`config.mk`:
```
export PLATFORM = sky130hd
export DESIGN_NAME = paralelo_serial_tx
export DESIGN_NICKNAME = d
export VERILOG_FILES = /design/src/rtl/paralelo_serial_tx.sv
export SDC_FILE = /design/constraint.sdc
export NUM_CORES = 1
export LEC_CHECK = 0
export ABC_AREA = 1
export BUFFER_PORTS_ARGS = -buffer_cell sky130_fd_sc_hd__buf_2
export CAP_MARGIN = 20
export CORE_MARGIN = 8
export CORE_UTILIZATION = 45
export CTS_CLUSTER_DIAMETER = 120
export DETAILED_ROUTE_END_ITERATION = 8
export PLACE_DENSITY_LB_ADDON = 0.25
export SYNTH_ARGS = -nofsm -noshare
export SYNTH_HDL_FRONTEND = slang
export SYNTH_SLANG_ARGS = --single-unit
```
`constraint.sdc`:
```
create_clock -name clk_32f -period 1.27 [get_ports clk_32f]
set_input_delay 0.127 -clock clk_32f [delete_from_list [all_inputs] [get_ports clk_32f]]
set_output_delay 0.127 -clock clk_32f [all_outputs]
set_load 0.05 [all_outputs]
```
`src/rtl/paralelo_serial_tx.sv`:
```
// paralelo_serial_tx: serializes one 8-bit symbol every 8 clk_32f cycles,
// MSB first; COM burst after reset for receiver lock, then data or IDLE.
// Ports:
//   clk_32f   - bit clock, rising edge
//   reset     - synchronous, active-low
//   data_in   - byte offered by upstream, held until transferred
//   valid_in  - upstream offers data_in
//   ready     - high in the cycle before a load edge while ACTIVE
//   data_out  - serial line (MSB of the shift register)
//   tx_active - high once the COM burst has been fully loaded
module paralelo_serial_tx #(
    parameter logic [7:0] COM        = 8'hBC,
    parameter logic [7:0] IDLE       = 8'h7C,
    parameter int         SYNC_COUNT = 4
) (
    input  logic       clk_32f,
    input  logic       reset,
    input  logic [7:0] data_in,
    input  logic       valid_in,
    output logic       ready,
    output logic       data_out,
    output logic       tx_active
);

    localparam logic [0:0] SYNC   = 1'b0;
    localparam logic [0:0] ACTIVE = 1'b1;

    localparam logic [3:0] SYNC_LAST = 4'(SYNC_COUNT - 1);

    logic [2:0] bit_cnt;
    logic [7:0] shreg;
    logic [3:0] sym_cnt;
    logic [0:0] state;

    logic load;

    assign load      = (bit_cnt == 3'd0);
    assign ready     = (state == ACTIVE) && load;
    assign data_out  = shreg[7];
    assign tx_active = (state == ACTIVE);

    always_ff @(posedge clk_32f) begin
        if (!reset) begin
            bit_cnt <= 3'd0;
            shreg   <= 8'h00;
            sym_cnt <= 4'd0;
            state   <= SYNC;
        end else begin
            bit_cnt <= bit_cnt + 3'd1;
            if (load) begin
                unique case (state)
                    SYNC: begin
                        shreg <= COM;
                        // Last COM of the burst: data may follow
                        // on the very next load edge.
                        if (sym_cnt == SYNC_LAST) begin
                            state   <= ACTIVE;
                            sym_cnt <= 4'd0;
                        end else begin
                            sym_cnt <= sym_cnt + 4'd1;
                        end
                    end
                    ACTIVE: begin
                        shreg <= valid_in ? data_in : IDLE;
                    end
                    default: begin
                        shreg <= 8'h00;
                        state <= SYNC;
                    end
                endcase
            end else begin
                shreg <= {shreg[6:0], 1'b0};
            end
        end
    end

endmodule

```
==> impl_results.md <==
* Syn Inst Count at 89
* Crit-path max cell delay at ~0.33 ns
* Total clock buffers created by CTS at 3
* #FFs+latches synth at 16
* Gate power share at 0.187
* Fin util at 0.5923
* Port bufs at 13
* Crit-path cells: inv_2 -> ha_4 -> nand2_4 -> nor2_4 -> buf_8
* GP Congestion at 0.6820
* Worst slew margin at 0.8347
* Top cell type's share of synthesized area at 0.4830
* # rows at 14
* Largest net degree at the start of global routing at 11
* Vias/cell at roughly 4.6
* Pwr Density at roughly 1300 mW/mm^2
* CTS sink count at 16
* Top cells by area, synth: dfxtp_1 48%, nand2_1 11%, nor2_1 11%
* Yosys top cell by area: dfxtp_1
* VDD IR-drop max at about 0.66 mV
* Global route overflow at 0
* Number of global-route vias before repair at 526
* CTS max path bufs at 2
* Internal power at 0.8033 mW
* Final hold viol count at 0
* Switching Power at about 0.29 mW
* Outcome: completed
* Hold-fix buffers, CTS at 0
* H-Tree Depth at 1
* CTS clk-pin slew, worst paths at 0.09 ns
* Power share of the clock group at 0.296
* Yosys warnings at 0
* Cell Area, Synth at 663.1 um^2
* Slew @ Worst Pin at 0.2497 ns
* Die width at 54.39 um
* Switching share of power at 0.2674
* Die area at just under 0.003 mm^2
* Core ar. at roughly 0.0014 mm^2
* Unrepaired setup endpoints after global routing: true
* Xor-xnor portion of the synthesized cell area at 0.01321
* Routed wl met3 at about 65 um
* Post-route ant nets at 0
* Synth Area in Compound Gates at 0.09057
* Post-Synth Simple-Gate Area at 0.2811
* Starting Density at 0.4617
* Final max-slew violation count at 0
* Metal2 WL at 588 um
* Mux share of post-synthesis cell area at 0
* Worst path arrival time at about 1.1 ns
* Largest family of logic cells by synthesized area: simple AND/OR/NAND/NOR gates
* CP required at approximately 1.1 ns
* Root Driver: clkbuf_4
* Fin Setup TNS at 0 ns
* Post-Route M1 WL at between 600 and 700 um
* Leak at between 0.3 and 0.4 nW
* CP Capture Type: primary output
* Cell variety after synth at 12
* GRT Total Usage at 0.09858
* Worst path bufs/invs at 2
* TritonCTS clock tree: yes
* Layout fillers at around 140
* Post-DP HPWL at roughly 980 um
* Crit path kind: flip-flop to primary output
* Most frequent cells in the layout: 18 x nor2_1, 17 x nand2_1, 13 x dfxtp_1
* Crit-path max FO at 2
* Fmax at 0.7995 GHz
* Flop pwr share at 0.517
* Clock Latency Late Sink at roughly 0.28 ns
* DRC at 0
* Layout cells sized above 1 at 0.3028
* Drt wl/cell at 10.42 um
* Iter 0 DRT Violations at 9
* Via count at just under 600
* Sequential-to-total area share from yosys stat at 0.4830
* Cell family contributing the most delay on the critical path: flip-flops
* Avg Inst Size Synth at roughly 7.5 um^2
* Initial antenna violation count at 0
* Hold/Removal Path Class: input pin to flip-flop
* Area Overhead vs Synth at 28.30%
* Die height at between 50 and 60 um
* Minimum clock period at between 1 and 1.5 ns
* CP max stage cell: dfxtp_2
* Detailed-route wire length at around 1.3 mm
* I/O Pins at 14
* First drt pass iteration count at 4
* ANT cells at 0
* Final Cycle Share at 0.9848
* Synth Area in Adders at 0.05660
* Max Cap Violations at 0
* Worst Setup Start Kind: flip-flop
* Post-Syn Nets at 103
* Clock Skew at 0.0005516 ns
* Final Setup Violations at 0
* First-pass GRT wire length at around 2.2 mm
* Nets at between 100 and 150
* DR top layer: met4
* Most common cell after layout, fill and taps aside: nor2_1
==> cells in the mapped netlist <==
library cell and instances:
nand3_1 3, ha_1 3, dfxtp_1 16, nor2_4 2
inv_1 12, xnor2_1 1, nand2_1 19, o21ai_0 7
buf_2 1, nand2_2 1, a21oi_1 5, nor2_1 19
==> power groups by stage <==
stage	combinational, mW	clock, mW	sequential (mW)
2_1_floorplan	0.121	0	0.592
3_3_place_gp	0.186	0	0.578
3_5_place_dp	0.191	0	0.578
4_1_cts	0.206	0.342	0.567
5_1_grt	0.231	0.361	0.572
6_report	0.205	0.325	0.567
==> worst paths after layout <==
kind	startpoint	endpoint	slack [ns]	cells past startpoint
max	bit_cnt[1]$_SDFF_PN0_	ready	0.02	5
min	data_in[5]	shreg[5]$_SDFF_PN0_	0.05	3
max reg2reg	bit_cnt[1]$_SDFF_PN0_	sym_cnt[3]$_SDFFE_PN0P_	0.06	8
min reg2reg	shreg[0]$_SDFF_PN0_	shreg[1]$_SDFF_PN0_	0.48	2
==> cell type report <==
| cell class | instances | area, um^2 | area share |
|---|---|---|---|
| Multi-Input combinational cell | 60 | 317.8 | 0.3735 |
| Sequential cell | 16 | 326.6 | 0.3838 |
| Tap cell | 16 | 20.02 | 0.02353 |
| Inverter | 12 | 45.04 | 0.05294 |
| Clock buffer | 4 | 36.28 | 0.04265 |
| Timing Repair Buffer | 17 | 105.1 | 0.1235 |
==> layer usage <==
layer,GRT usage,up-vias
li1,-,312
met1,0.1164,247
met2,0.1584,17
met3,0.02989,2
met4,0.04918,0
met5,0,-
==> state kept, by name (all words and copies together) (netlist names) <==
signal,cells
tx_active,1
shreg,8
sym_cnt,4
bit_cnt,3
==> worst min-delay path: stages <==
cell	delay, ns
buf_2	0.08
nor2_1	0.03
nor2_1	0.06
==> repair_timing <==
item	4_1_cts	5_1_grt
gates resized for setup	2	3
gates cloned	0	0
pin swaps	2	1
endpoints found under the setup margin	1	5
buffers inserted	3	0
==> logic make-up after synthesis <==
logic type / Yosys count
and+or+nand+nor: 44
DFF: 16
buffers and inverters: 13
AOI/OAI and AO/OA: 12
adders and majority gates: 3
xor gates and xnor gates: 1
==> stage by stage <==
stage / instances / setup WS, ns / total power [mW] / cell area (um^2) / hold WS (ns)
6_report: 125 / 0.01929 / 1.096 / 850.8 / 0.05086
5_1_grt: 125 / -0.04833 / 1.165 / 850.8 / 0.05961
4_1_cts: 125 / -0.006263 / 1.114 / 842.1 / 0.03882
3_5_place_dp: 118 / 0.1503 / 0.7688 / 777.0 / 0.3399
3_3_place_gp: 118 / 0.1388 / 0.7635 / 777.0 / 0.3427
2_1_floorplan: 89 / -0.008658 / 0.7137 / 689.4 / 0.2428
Power figures use the tool's default switching activity.
